===== src/rtl/duc_if.sv =====
// ---------------------------------------------------------------------------
// duc_if
//   Input sample stream into the digital up-converter: one complex baseband
//   I/Q pair per accepted transfer (s_valid && s_ready).
//
//   s_valid   master -> slave  sample valid
//   s_ready   slave  -> master FIFO has room for one more pair
//   s_data_I  master -> slave  16-bit two's-complement I sample
//   s_data_Q  master -> slave  16-bit two's-complement Q sample
// ---------------------------------------------------------------------------
interface duc_if;
  logic        s_valid;
  logic        s_ready;
  logic [15:0] s_data_I;
  logic [15:0] s_data_Q;

  modport master (
    output s_valid,
    output s_data_I,
    output s_data_Q,
    input  s_ready
  );

  modport slave (
    input  s_valid,
    input  s_data_I,
    input  s_data_Q,
    output s_ready
  );
endinterface


===== src/rtl/duc.sv =====
// ---------------------------------------------------------------------------
// duc
//   Digital up-converter for the radar transmit path. Complex I/Q samples are
//   queued in a small FIFO, interpolated by zero-order hold (INTERP outputs per
//   input) and mixed up to fs/4, which reduces the NCO to sign/swap:
//     phase 0 -> I, 1 -> -Q, 2 -> -I, 3 -> +Q  (negation saturates).
//   One real output sample is produced per duc_en strobe while running.
//
//   Parameters
//     INTERP      output samples per input sample (power of 2, 2..16)
//     FIFO_DEPTH  input FIFO depth in I/Q pairs (power of 2, >= 2)
//
//   Ports
//     clk_duc        block clock
//     reset_n        asynchronous active-low reset
//     duc_en         output-rate clock-enable strobe
//     tx_start       single-cycle request to begin transmission
//     tx_stop        single-cycle request to drain and stop
//     s_bus          sample input stream (duc_if.slave)
//     data_out       registered real output sample
//     data_out_valid one-cycle pulse per output sample
//     busy           high in PRIME, RUN and DRAIN
//     underflow      one-cycle pulse on a starved fetch
//     underflow_cnt  saturating starved-fetch count, cleared only by reset
// ---------------------------------------------------------------------------
module duc #(
  parameter int INTERP     = 4,
  parameter int FIFO_DEPTH = 4
) (
  input  logic        clk_duc,
  input  logic        reset_n,
  input  logic        duc_en,
  input  logic        tx_start,
  input  logic        tx_stop,
  duc_if.slave        s_bus,
  output logic [15:0] data_out,
  output logic        data_out_valid,
  output logic        busy,
  output logic        underflow,
  output logic [15:0] underflow_cnt
);

  localparam int PW = $clog2(FIFO_DEPTH);
  localparam int CW = PW + 1;
  localparam int IW = $clog2(INTERP);

  typedef enum logic [1:0] {
    IDLE,
    PRIME,
    RUN,
    DRAIN
  } state_t;

  state_t state;

  logic [15:0]   fifo_i [FIFO_DEPTH];
  logic [15:0]   fifo_q [FIFO_DEPTH];
  logic [PW-1:0] wr_ptr;
  logic [PW-1:0] rd_ptr;
  logic [CW-1:0] count;

  logic [15:0]   hold_i;
  logic [15:0]   hold_q;
  logic [1:0]    phase;
  logic [IW-1:0] icnt;

  logic          fifo_full;
  logic          fifo_empty;
  logic          push;
  logic          pop;
  logic          active;
  logic          drain_done;

  logic [15:0]   sel_i;
  logic [15:0]   sel_q;
  logic          starved;

  // Two's-complement negate that maps -32768 to +32767 instead of wrapping.
  function automatic logic [15:0] sat_neg(input logic [15:0] x);
    if (x == 16'h8000) begin
      return 16'h7FFF;
    end
    return ~x + 16'd1;
  endfunction

  // fs/4 mixer: I*cos - Q*sin with cos/sin taking only 0/+1/-1.
  function automatic logic [15:0] mix(input logic [15:0] si, input logic [15:0] sq,
                                      input logic [1:0] ph);
    case (ph)
      2'd0:    return si;
      2'd1:    return sat_neg(sq);
      2'd2:    return sat_neg(si);
      default: return sq;
    endcase
  endfunction

  assign fifo_full     = (count == CW'(FIFO_DEPTH));
  assign fifo_empty    = (count == '0);
  assign s_bus.s_ready = !fifo_full;
  assign push          = s_bus.s_valid && !fifo_full;
  assign active        = (state == RUN) || (state == DRAIN);

  // DRAIN finishes on a fetch slot with nothing left to fetch; that strobe
  // produces no output and is not an underflow.
  assign drain_done = (state == DRAIN) && (icnt == '0) && fifo_empty;
  assign pop        = active && duc_en && (icnt == '0) && !fifo_empty;

  // A new sample is fetched only at the start of each hold interval; in
  // between, the held sample is re-used. A fetch from an empty FIFO yields 0.
  always_comb begin
    sel_i   = hold_i;
    sel_q   = hold_q;
    starved = 1'b0;
    if (icnt == '0) begin
      if (fifo_empty) begin
        sel_i   = '0;
        sel_q   = '0;
        starved = 1'b1;
      end else begin
        sel_i = fifo_i[rd_ptr];
        sel_q = fifo_q[rd_ptr];
      end
    end
  end

  // Input FIFO. Writes are accepted in every state, so the FIFO can be
  // prefilled while idle; contents survive IDLE and only reset clears them.
  always_ff @(posedge clk_duc or negedge reset_n) begin
    if (!reset_n) begin
      wr_ptr <= '0;
      rd_ptr <= '0;
      count  <= '0;
      for (int k = 0; k < FIFO_DEPTH; k++) begin
        fifo_i[k] <= '0;
        fifo_q[k] <= '0;
      end
    end else begin
      if (push) begin
        fifo_i[wr_ptr] <= s_bus.s_data_I;
        fifo_q[wr_ptr] <= s_bus.s_data_Q;
        wr_ptr         <= wr_ptr + PW'(1);
      end
      if (pop) begin
        rd_ptr <= rd_ptr + PW'(1);
      end
      case ({push, pop})
        2'b10:   count <= count + CW'(1);
        2'b01:   count <= count - CW'(1);
        default: count <= count;
      endcase
    end
  end

  // Control FSM with all outputs registered. busy is written alongside each
  // state change so it already reflects the state being entered.
  always_ff @(posedge clk_duc or negedge reset_n) begin
    if (!reset_n) begin
      state          <= IDLE;
      busy           <= 1'b0;
      hold_i         <= '0;
      hold_q         <= '0;
      phase          <= '0;
      icnt           <= '0;
      data_out       <= '0;
      data_out_valid <= 1'b0;
      underflow      <= 1'b0;
      underflow_cnt  <= '0;
    end else begin
      data_out_valid <= 1'b0;
      underflow      <= 1'b0;
      case (state)
        IDLE: begin
          if (tx_start && !tx_stop) begin
            state <= PRIME;
            busy  <= 1'b1;
          end
        end
        PRIME: begin
          if (tx_stop) begin
            state <= IDLE;
            busy  <= 1'b0;
          end else if (count >= CW'(2)) begin
            state <= RUN;
            phase <= '0;
            icnt  <= '0;
          end
        end
        RUN, DRAIN: begin
          if (state == RUN && tx_stop) begin
            state <= DRAIN;
          end
          if (duc_en) begin
            if (drain_done) begin
              state <= IDLE;
              busy  <= 1'b0;
            end else begin
              hold_i         <= sel_i;
              hold_q         <= sel_q;
              phase          <= phase + 2'd1;
              icnt           <= icnt + IW'(1);
              data_out       <= mix(sel_i, sel_q, phase);
              data_out_valid <= 1'b1;
              if (starved) begin
                underflow <= 1'b1;
                if (underflow_cnt != 16'hFFFF) begin
                  underflow_cnt <= underflow_cnt + 16'd1;
                end
              end
            end
          end
        end
        default: begin
          state <= IDLE;
          busy  <= 1'b0;
        end
      endcase
    end
  end

endmodule


===== src/flat_wrapper.sv =====
// flat-port wrapper written by rule: the top's interface ports become plain ports
module duc_flat 
#(
  parameter int INTERP     = 4,
  parameter int FIFO_DEPTH = 4
)
  (clk_duc, reset_n, duc_en, tx_start, tx_stop, data_out, data_out_valid, busy, underflow, underflow_cnt, s_bus_s_valid, s_bus_s_data_I, s_bus_s_data_Q, s_bus_s_ready);
  duc_if s_bus_i ();
  input  logic clk_duc;
  input  logic reset_n;
  input  logic duc_en;
  input  logic tx_start;
  input  logic tx_stop;
  output logic [15:0] data_out;
  output logic data_out_valid;
  output logic busy;
  output logic underflow;
  output logic [15:0] underflow_cnt;
  input wire logic [$bits(s_bus_i.s_valid)-1:0] s_bus_s_valid;
  input wire logic [$bits(s_bus_i.s_data_I)-1:0] s_bus_s_data_I;
  input wire logic [$bits(s_bus_i.s_data_Q)-1:0] s_bus_s_data_Q;
  output wire logic [$bits(s_bus_i.s_ready)-1:0] s_bus_s_ready;
  assign s_bus_i.s_valid = s_bus_s_valid;
  assign s_bus_i.s_data_I = s_bus_s_data_I;
  assign s_bus_i.s_data_Q = s_bus_s_data_Q;
  assign s_bus_s_ready = s_bus_i.s_ready;
  duc #(.INTERP(INTERP), .FIFO_DEPTH(FIFO_DEPTH)) u_core (.clk_duc(clk_duc), .reset_n(reset_n), .duc_en(duc_en), .tx_start(tx_start), .tx_stop(tx_stop), .s_bus(s_bus_i), .data_out(data_out), .data_out_valid(data_out_valid), .busy(busy), .underflow(underflow), .underflow_cnt(underflow_cnt));
endmodule

===== config.mk =====
export PLATFORM = sky130hd
export DESIGN_NAME = duc_flat
export DESIGN_NICKNAME = d
export VERILOG_FILES = /design/src/rtl/duc_if.sv /design/src/rtl/duc.sv /design/src/flat_wrapper.sv
export SDC_FILE = /design/constraint.sdc
export NUM_CORES = 1
export LEC_CHECK = 0
export CORE_MARGIN = 2
export CORE_UTILIZATION = 38
export DETAILED_ROUTE_END_ITERATION = 10
export PLACE_DENSITY = 0.67
export SKIP_CTS_REPAIR_TIMING = 1
export SYNTH_ARGS = -nofsm -noshare
export SYNTH_HDL_FRONTEND = slang
export SYNTH_SLANG_ARGS = --single-unit

===== constraint.sdc =====
create_clock -name clk_duc -period 10.7 [get_ports clk_duc]
set_input_delay 1.605 -clock clk_duc [delete_from_list [all_inputs] [get_ports clk_duc]]
set_output_delay 1.605 -clock clk_duc [all_outputs]
set_load 0.1 [all_outputs]

==> Word level (Yosys, flattened, before mapping) <==
Cells that the tools add are included.
{ "totals": {"register_bits": 208, "inputBits": 38} }
{ "classes": {"n_bitwise": 5, "reduce_logical": 25, "eq_ne": 19, "order_cmp": 4, "mux": 59, "addsub": 9} }
{ "ops": {"columns": ["operator", "count"], "rows": [
  ["two-way mux 16 bit", 13],
  ["bitwise mux 64 bit", 2],
  ["binary-select mux 16 bit (select 2 bit)", 2],
  ["adder 16 x 1 -> 16 bit (second input constant)", 3],
  ["case mux 16 bit (3 select lines)", 1],
  ["demux 16 bit (select 2 bit)", 1],
  ["equality test 16 bit (second input constant)", 2],
  ["NOT 16 bit", 2],
  ["two-way mux 2 bit", 12],
  ["two-way mux 1 bit", 23],
  ["inequality test 16 bit (second input constant)", 1],
  ["AND reduction 5 bit", 2],
  ["logical AND 1 bit", 9],
  ["adder 2 x 1 -> 2 bit (second input constant)", 4],
  ["equality test 2 bit (second input constant)", 4],
  ["inequality test 2 bit (second input constant)", 4],
  ["case mux 2 bit (2 select lines)", 2],
  ["equality test 2 x 1 -> 1 bit (second input constant)", 3],
  ["greater-or-equal comparator 3 bit (second input constant)", 2],
  ["logical NOT 2 bit", 3],
  ["inequality test 2 x 1 -> 1 bit (second input constant)", 3],
  ["NOT 2 -> 3 bit", 2],
  ["case mux 2 bit (3 select lines)", 1],
  ["case mux 3 bit (2 select lines)", 1],
  ["16 further kinds", 19]
]} }

==> Depth between registers and ports, before layout <==
Gate-level depths: netlist of the first run.
{ "depth": {"word_depth": 14, "mapped_depth": 17, "mapped_depth_nobuf": 13} }

==> Least setup slack after synthesis of the first run <==
OpenSTA, ideal clock, no wires.
{ "synth_path": {"kind": "reg2reg", "from": "register u_core.icnt[0]", "to": "register u_core.data_out[14]", "period_less_slack_ps": 3358, "path_stages_with_launch": 17, "path_buffers": 4, "arrival_time_ps": 3234, "setup_slack_ps": 7342, "setup_time_ps": 124, "cell_sequence": "dfrtp_1 -> inv_1 -> ha_1 -> o31a_1 -> buf_2 -> buf_2 -> clkbuf_1 -> buf_2 -> a21oi_1 -> ha_1 -> o21ai_0 -> nor2_2 -> and3_1 -> nand3_1 -> mux2_4 -> a221oi_2 -> nor2_1"} }
{ "synth_via": {"elab_chain_len": 10} }
{ "synth_rtl": {"columns": ["element", "line", "text"], "rows": [
  ["start: declaration", "duc.sv:65", "logic [IW-1:0] icnt;"],
  ["start signal: assignment", "duc.sv:200", "icnt <= icnt + IW'(1);"],
  ["logical NOT 2 bit (*)", "duc.sv:105, duc.sv:114", null],
  ["two-way mux 16 bit", "duc.sv:114", "if (icnt == '0) begin"],
  ["equality test 16 bit", "duc.sv:80", "if (x == 16'h8000) begin"],
  ["two-way mux 1 bit", "duc.sv:80", null],
  ["two-way mux 1 bit", "duc.sv:89", "case (ph)"],
  ["two-way mux 1 bit", "duc.sv:193", "if (drain_done) begin"],
  ["two-way mux 1 bit", "duc.sv:192", "if (duc_en) begin"],
  ["two-way mux 1 bit", "duc.sv:171", "case (state)"],
  ["two-way mux 16 bit", "duc.sv:83", "return ~x + 16'd1;"],
  ["case mux 16 bit (3 select lines)", "duc.sv:89", null],
  ["end signal: assignment", "duc.sv:201", "data_out <= mix(sel_i, sel_q, phase);"],
  ["end: declaration", "duc.sv:36", "output logic [15:0] data_out,"]
]} }
Every way passes the cells marked *; elsewhere a longest branch is shown, timed or not. The select of a mux whose other input is x is not followed.
A chain may end at the register's enable or synchronous reset.

==> Worst setup path in the final report of the first run <==
{ "layout_path": {"from": "register u_core.count[1]", "to": "output s_bus_s_ready"} }
{ "layout_via": {"elab_chain_len": 2} }
{ "layout_rtl": {"columns": ["element", "line", "text"], "rows": [
  ["start: declaration", "duc.sv:60", "logic [CW-1:0] count;"],
  ["start signal: assignment", "duc.sv:147", "2'b10: count <= count + CW'(1);"],
  ["start signal: assignment", "duc.sv:148", "2'b01: count <= count - CW'(1);"],
  ["start signal: assignment", "duc.sv:149", "default: count <= count;"],
  ["equality test 3 bit", "duc.sv:97", "assign fifo_full = (count == CW'(FIFO_DEPTH));"],
  ["logical NOT 1 bit", "duc.sv:99", "assign s_bus.s_ready = !fifo_full;"],
  ["end: declaration", "flat_wrapper.sv:22", "output wire logic [$bits(s_bus_i.s_ready)-1:0] s_bus_s_ready;"]
]} }
No other way between the ends.

==> results of run 1 <==
==> sequential cells by signal, summed over array words and instances, names as in the netlist <==
register	count
u_core.fifo_i	64
u_core.fifo_q	64
u_core.data_out	16
u_core.hold_i	16
u_core.hold_q	16
u_core.underflow_cnt	16
u_core.count	3
u_core.icnt	2
u_core.phase	2
u_core.rd_ptr	2
u_core.state	2
u_core.wr_ptr	2
u_core.busy	1
u_core.data_out_valid	1
u_core.underflow	1
==> per-stage QoR <==
step | total power (uW) | utilization (%) | cell area, sq um
after floorplan | 3180 | - | 10500
after global placement | 3720 | 42.5 | 11500
after detailed placement | 3770 | 42.5 | 11500
after CTS | 4580 | 45.4 | 12300
after global routing | 4850 | 45.4 | 12300
final | 4560 | 45.4 | 12300
==> worst max-delay path: cells and delay by family (launching register included) <==
kind / cells / cell delay [ns]
buf+inv: 2 / 1.24
simple gates: 1 / 0.11
flops: 1 / 0.43
==> synthesized netlist by cell type, types with 4 or more instances <==
| library cell | number |
|---|---|
| o21ai_1 | 12 |
| buf_6 | 4 |
| and3_1 | 5 |
| inv_1 | 24 |
| o21a_1 | 4 |
| nor3_1 | 11 |
| ha_1 | 13 |
| a221oi_1 | 6 |
| or3_1 | 4 |
| xor2_1 | 12 |
| a21oi_2 | 11 |
| clkbuf_1 | 19 |
| nor2_1 | 56 |
| nand3_1 | 26 |
| mux4_2 | 32 |
| o21ai_0 | 58 |
| nor2b_1 | 27 |
| a31oi_1 | 4 |
| buf_2 | 10 |
| xnor2_1 | 26 |
| buf_1 | 16 |
| mux2_2 | 128 |
| dfrtp_1 | 208 |
| nand2_1 | 79 |
| o22ai_1 | 6 |
| o211ai_1 | 5 |
| a21oi_1 | 42 |
==> layout make-up <==
class	instances	area, sq um
fillers	2469	14800
flip-flops and latches	208	5210
multi-input cells	620	4940
repair buffers	85	825
clock buffers	34	707
well taps	341	427
inverters	26	97.6
clock inverters	6	58.8
==> cells by family after synthesis <==
| group | share of synthesized area [%] |
|---|---|
| adders and majority gates | 1.75 |
| xor gates and xnor gates | 3.18 |
| buffers and inverters | 3.10 |
| and+or+nand+nor | 10.7 |
| AOI/OAI and AO/OA | 10.5 |
| DFF | 49.7 |
| muxes | 21.1 |
==> worst paths after layout <==
| kind | start | endpoint | slack, ns | cells after the start |
|---|---|---|---|---|
| max | u_core.count[1] | s_bus_s_ready | 6.82 | 3 |
| min | u_core.hold_i[13] | u_core.hold_i[13] | 0.47 | 2 |
| max reg2reg | u_core.rd_ptr[0] | u_core.data_out[6] | 6.86 | 12 |
| min reg2reg | u_core.hold_i[13] | u_core.hold_i[13] | 0.47 | 2 |
| max in group asynchronous | reset_n | u_core.fifo_i[62] | 8.20 | 2 |
| min in group asynchronous | reset_n | u_core.underflow_cnt[4] | 1.08 | 1 |
==> per-layer routing <==
layer | GRT usage, % | vias to the layer above | part of all wire (%)
li1 | - | 3353 | -
met2 | 25.7 | 176 | 46
met5 | 0 | - | 0
met3 | 3.02 | 32 | 5.6
met1 | 24.4 | 3592 | 47
met4 | 4.12 | 0 | 1.5
==> power groups by stage <==
stage / Sequential, uW / Clock [uW] / Combinational (uW)
floorplan: 1590 / 0 / 1590
global placement: 1350 / 0 / 2370
detailed placement: 1370 / 0 / 2410
CTS: 1360 / 811 / 2420
global route: 1410 / 843 / 2600
finish: 1360 / 786 / 2410
==> run metrics, run 1 <==
setup slack after layout 6.82 ns; vias in the first global route 7170; Max-slew headroom 34.0%; CTS Buffer Depth 3; commonest non-fill, non-tap cells in the layout dfrtp_1 (207), mux2_2 (128), nand2_1 (79), clkdlybuf4s50_1 (72), o21ai_0 (58); total track usage 16.7%; Net Sw Power 1960 uW; via count 7153; Max VDD drop 0.000131 V; crit end category output pin; hold_ws 0.472 ns; Least-Margin Pin Slew 0.987 ns; Post-Place Worst Slack 6.41 ns; Total Nets Final 1016; Post-Route WL 23400 microns; outcome completed; Die X 170 microns; Detailed Routing Iterations Pass 1 5; CP startpoint kind register; Pins Over Slew Limit 0; Port-buffer cells 73; first-pass GRT wire length 38600 microns; Critical Path, Cell by Cell inv_1 > nand3_1 > clkdlybuf4s50_1; detailed-route DRC error count 0; Inserted Clock Buffers 23; final cell count without fillers 1320; remaining global-route overflow 0; area delta synth->final 17.1%; vias per cell 5.42; critical path fanouts, max 6; clock sink count 208; die area 28900 sq um; pwr dens 372 nW/um^2; Clk pwr share 17.2%; fmax 0.257 GHz; internal power consumption 2600 uW; slowest stage delay, CP 1.14 ns; Final min period 3.88 ns; Setup TNS 0 ns; Net Sw Frac 43.0%; post-synthesis net count 955; post-placement cell count 1280; Synth Instances 903; Synth area leader dfrtp_1; top post-synthesis cells by area dfrtp_1 (50%), mux2_2 (14%), mux4_2 (6.9%); Chip Height 170 microns; YS warnings 0; DP Wirelength 15800 microns; Logic pwr share 53.0%; Synth Register Bits 208; critical path's slowest cell clkdlybuf4s50_1; core outline area 27000 sq um; # IOs 74; Req. time, crit path 9.10 ns; final setup fails 0; post-synth cell types 64; antenna fix cells 0; # rows 60; RSZ-0062 raised after global routing no; 1st-iter DRT viols 518; Seq/Total Area, Yosys 49.7%; max-cap violations 0; Post-synth ARST share 100%; worst min-delay path class register to register; Skew-Pair Late Insertion Delay 0.50 ns; Hold Fails Final Rpt 0; crit path DAT 2.28 ns; CP Class register to output pin; period utilization 36.3%; share of cells above drive strength 1 25.0%; top cell type's share of synthesized area 49.7%; Leakage 0.00507 uW; Worst-path clk slew 0.06 ns; antenna violations before repair 0; Worst Clk Skew 0.0101 ns; most common cell after layout, fill and taps aside dfrtp_1; CTS tree done; number of flops mapped to enable cells by yosys 0; post-route antenna net violation count 0; sequential power share 29.8%; htree depth 1; mean routed wirelength per cell 17.7 microns; mean post-synth cell area 11.6 sq um; GPL Wtd Cong 0.892; CTS Root Cell clkbuf_16; Post-synth top flop dfrtp_1; Initial Utilization 38.7%; largest net degree at the start of global routing 78; Syn Std Cell Area 10500 sq um
Power figures use the tool's default switching activity.
==> run 2, diff against run 1 <==
- clock period: 10.7 -> 3.9 ns (I/O delays scaled with it)
==> run metrics, run 2 (same netlist as run 1, synthesis figures left out) <==
R2R depth 10 (-2); RSZ-0062 raised after global routing no; Worst-path clk slew 0.06 ns (about the same); core outline area 27000 sq um (unchanged); Total Nets Final 1023 (+0.69%); outcome completed; # rows 60 (unchanged); pwr dens 1030 nW/um^2 (+180%); Critical Path, Cell by Cell inv_1 > ha_1 > o31a_1 > buf_4 > o31a_1 > nor2_2 > and3_1 > and3_1 > a21oi_2 > a21oi_2; antenna violations before repair 0 (unchanged); Leakage 0.00510 uW (+0.64%); final setup fails 0 (unchanged); antenna fix cells 0 (unchanged); Initial Utilization 38.7% (unchanged); CP Class register to register; die area 28900 sq um (unchanged); crit end category register; commonest non-fill, non-tap cells in the layout dfrtp_1 (207), mux2_2 (128), nand2_1 (79), clkdlybuf4s50_1 (72), o21ai_0 (58); slowest stage delay, CP 0.55 ns (-0.59 ns); Hold Fails Final Rpt 0 (unchanged); CTS Buffer Depth 3 (unchanged); Pins Over Slew Limit 0 (unchanged); Setup TNS 0 ns (unchanged); DP Wirelength 16800 microns (+6.4%); fmax 0.300 GHz; total track usage 17.2% (+0.49 points); CTS Root Cell clkbuf_16; Port-buffer cells 73 (unchanged); max-cap violations 0 (unchanged); detailed-route DRC error count 0 (unchanged); CP startpoint kind register; hold_ws 0.118 ns (-0.354 ns); filler instances 2468 (-0.041%); clock sink count 208 (unchanged); most common cell after layout, fill and taps aside dfrtp_1; Power Total 12700 uW (+180%); htree depth 1 (unchanged); remaining global-route overflow 0 (unchanged); worst min-delay path class input port to asynchronous set/reset pin; Max-slew headroom 34.3% (+0.32 points); Inserted Clock Buffers 23 (unchanged); crit path DAT 3.70 ns (+1.42 ns); area delta synth->final 17.9%; GPL Wtd Cong 0.911 (+2.2%); 1st-iter DRT viols 656 (+27%); worst reg2reg endpoint u_core.data_out[8]; critical path's slowest cell o31a_1; vias in the first global route 7247 (+1.1%); fin area 12300 sq um (+0.68%); DP Area 11600 sq um (+0.67%); via count 7243 (+1.3%); Least-Margin Pin Slew 0.983 ns (-0.00477 ns); largest net degree at the start of global routing 85 (+9.0%); Final min period 3.33 ns; Worst R2R Start u_core.icnt[0]; share of cells above drive strength 1 25.4% (+0.33 points); mean routed wirelength per cell 18.2 microns (+2.8%); R2R Setup Slk 0.57 ns (-6.29 ns); vias per cell 5.46 (+0.72%); setup slack after layout 0.572 ns (-6.24 ns); critical path fanouts, max 28 (+22); period utilization 85.3%; WP buf/inv 2 (unchanged); Post-Place Worst Slack 0.654 ns (-5.75 ns); Top Registers u_core.fifo_i (64), u_core.fifo_q (64); first-pass GRT wire length 39600 microns (+2.6%); cell class contributing the biggest share of worst-path delay compound AO/OA/AOI/OAI gates; Req. time, crit path 4.28 ns (-4.82 ns); Max VDD drop 0.000379 V (+190%); post-route antenna net violation count 0 (unchanged); Skew-Pair Late Insertion Delay 0.51 ns (about the same); # IOs 74 (unchanged); crit path from u_core.icnt[0]; CTS tree done; Post-Route WL 24200 microns (+3.3%); Die X 170 microns (unchanged); Worst Clk Skew 0.00656 ns (-0.00358 ns); Chip Height 170 microns (unchanged); Detailed Routing Iterations Pass 1 5 (unchanged)
## run 2: final cells by class
type | instances | area, sq um | area share, %
multi-input combinational | 620 | 4940 | 40.0
tap | 341 | 427 | 3.46
clock buffer | 34 | 687 | 5.56
sequential | 208 | 5210 | 42.2
clock inverter | 6 | 85.1 | 0.689
inverter | 26 | 97.6 | 0.791
timing repair buffer | 92 | 902 | 7.31
## run 2: worst max-delay path by stage
stage,end,slack (ns),depth (start not counted)
global placement,u_core.data_out[15],0.70,9
CTS,u_core.data_out[8],0.64,10
floorplan,u_core.data_out[14],0.54,16
global route,u_core.data_out[6],0.37,11
finish,u_core.data_out[8],0.57,10
detailed placement,u_core.data_out[5],0.65,10
## run 2: metrics by stage
stage / instances / util [%]
3_5_place_dp: 1287 / 42.8
3_3_place_gp: 1287 / 42.8
5_1_grt: 1327 / 45.7
4_1_cts: 1327 / 45.7
6_report: 1327 / 45.7
2_1_floorplan: 903 / -
## run 2: worst reg2reg max path: stages, from the launching register on
cell,delay (ns)
dfrtp_1,0.39
inv_1,0.06
ha_1,0.34
o31a_1,0.56
buf_4,0.44
o31a_1,0.29
nor2_2,0.09
and3_1,0.22
and3_1,0.32
a21oi_2,0.40
a21oi_2,0.09
## run 2: metal layers
layer	wire length (microns)	GRT usage, %	vias up
met5	0	0	-
met4	549	4.38	0
met3	1340	3.37	43
met2	10900	26.7	206
met1	11400	24.7	3618
li1	-	-	3376
## run 2: report_power, final
group	total, uW	switching [uW]	internal [uW]
registers	3800	629	3170
logic	6670	3970	2700
clock network	2190	847	1340
==> run 3, diff against run 2 <==
- CTS_BUF_LIST: default -> sky130_fd_sc_hd__clkbuf_16
- GPL_TIMING_DRIVEN: default -> 1
- REMOVE_ABC_BUFFERS: default -> 1
==> run metrics, run 3 (same netlist as run 1, synthesis figures left out) <==
critical path fanouts, max 9 (-68%); total track usage 17.2% (about the same); slowest stage delay, CP 0.55 ns (about the same); Total Nets Final 1027 (+0.39%); Initial Utilization 38.7% (unchanged); filler instances 2471 (+0.12%); via count 7263 (+0.28%); Detailed Routing Iterations Pass 1 5 (unchanged); Skew-Pair Late Insertion Delay 0.52 ns (about the same); cell class contributing the biggest share of worst-path delay multiplexers; crit end category register; first-pass GRT wire length 39600 microns (+0.12%); clock sink count 208 (unchanged); Least-Margin Pin Slew 1.01 ns (+0.0261 ns); RSZ-0062 raised after global routing no; # rows 60 (unchanged); Port-buffer cells 73 (unchanged); antenna fix cells 0 (unchanged); Die X 170 microns (unchanged); CTS Buffer Depth 3 (unchanged); mean routed wirelength per cell 18.3 microns (+0.29%); GPL Wtd Cong 0.915 (+0.42%); CP Class register to register; core outline area 27000 sq um (unchanged); fmax 0.300 GHz (-0.24%); Critical Path, Cell by Cell buf_4 > mux4_2 > a21oi_1 > ha_1 > o21ai_0 > nor2_2 > and3_1 > nand3_1 > mux2_4 > a221oi_2 > nor2_1; die area 28900 sq um (unchanged); Pins Over Slew Limit 0 (unchanged); Max VDD drop 0.000672 V (+77%); CP startpoint kind register; share of cells above drive strength 1 25.0% (-0.38 points); Req. time, crit path 4.31 ns (+0.03 ns); Leakage 0.00513 uW (+0.62%); Worst-path clk slew 0.06 ns (about the same); pwr dens 1010 nW/um^2 (-1.2%); crit path DAT 3.74 ns (+0.04 ns); Setup TNS 0 ns (unchanged); remaining global-route overflow 0 (unchanged); 1st-iter DRT viols 475 (-28%); Final min period 3.34 ns (+0.00794 ns); largest net degree at the start of global routing 104 (+22%); Hold Fails Final Rpt 0 (unchanged); Post-Place Worst Slack 0.588 ns (-0.0655 ns); CTS Root Cell clkbuf_16; DP Area 11600 sq um (+0.12%); critical path's slowest cell mux4_2; outcome completed; post-route antenna net violation count 0 (unchanged); Post-Route WL 24400 microns (+0.82%); most common cell after layout, fill and taps aside dfrtp_1; htree depth 1 (unchanged); antenna violations before repair 0 (unchanged); final setup fails 0 (unchanged); Worst Clk Skew 0.0230 ns (+0.0164 ns); CTS tree done; fin area 12300 sq um (-0.12%); WP buf/inv 1 (-1); max-cap violations 0 (unchanged); vias per cell 5.44 (-0.25%); period utilization 85.5% (+0.20 points); Chip Height 170 microns (unchanged); Max-slew headroom 32.5% (-1.7 points); area delta synth->final 17.8%; Inserted Clock Buffers 24 (+4.3%); detailed-route DRC error count 0 (unchanged); vias in the first global route 7246 (-0.014%); worst min-delay path class input port to asynchronous set/reset pin; setup slack after layout 0.564 ns (-0.00794 ns); commonest non-fill, non-tap cells in the layout dfrtp_1 (207), mux2_2 (128), nand2_1 (79), clkdlybuf4s50_1 (72), o21ai_0 (58); # IOs 74 (unchanged); fin util 45.6% (-0.056 points); Top Registers u_core.fifo_i (64), u_core.fifo_q (64); DP Wirelength 16900 microns (+0.60%)
-- run 3: worst paths after layout --
check                                      start               endpoint  slack (ns)  cells past startpoint
worst max-delay path            u_core.rd_ptr[0]    u_core.data_out[14]        0.56                     11
worst min-delay path                     reset_n      u_core.fifo_q[15]        0.15                      1
worst max register to register  u_core.rd_ptr[0]    u_core.data_out[14]        0.56                     11
worst min register to register  u_core.hold_q[9]       u_core.hold_q[9]        0.47                      2
max in group asynchronous                reset_n  u_core.data_out_valid        2.80                      2
min in group clk_duc            u_core.hold_q[9]       u_core.hold_q[9]        0.47                      2
-- run 3: layer usage --
layer | GRT usage (%) | part of all wire (%)
met5 | 0 | 0
met2 | 28.0 | 47
met1 | 24.3 | 46
met3 | 2.74 | 4.7
met4 | 3.79 | 1.9
-- run 3: report_power, final --
group	internal (uW)	total [uW]	switching [uW]
clock	1240	2120	877
sequential	3170	3840	671
combinational	2710	6530	3820
total	7120	12500	5370
-- run 3: layout make-up --
type | count | area [sq um] | area share (%)
multi-input combinational | 620 | 4940 | 40.1
timing repair buffer | 95 | 912 | 7.40
sequential | 208 | 5210 | 42.2
clock buffer | 24 | 601 | 4.87
inverter | 26 | 97.6 | 0.792
clock inverter | 20 | 143 | 1.16
tap | 341 | 427 | 3.46
-- run 3: per-stage QoR --
stage / total power, uW / hold WS (ns) / cells
2_1_floorplan: 8600 / 0.289 / 854
3_3_place_gp: 10200 / 0.455 / 1290
3_5_place_dp: 10400 / 0.464 / 1290
4_1_cts: 12600 / 0.193 / 1334
5_1_grt: 13300 / 0.230 / 1334
6_report: 12500 / 0.153 / 1334
-- run 3: worst reg2reg max path, cell delays in order (launching register included) --
cell and delay [ns]:
dfrtp_2 0.49, buf_4 0.24, mux4_2 0.56, a21oi_1 0.28, ha_1 0.29, o21ai_0 0.13
nor2_2 0.22, and3_1 0.26, nand3_1 0.12, mux2_4 0.32, a221oi_2 0.27, nor2_1 0.08
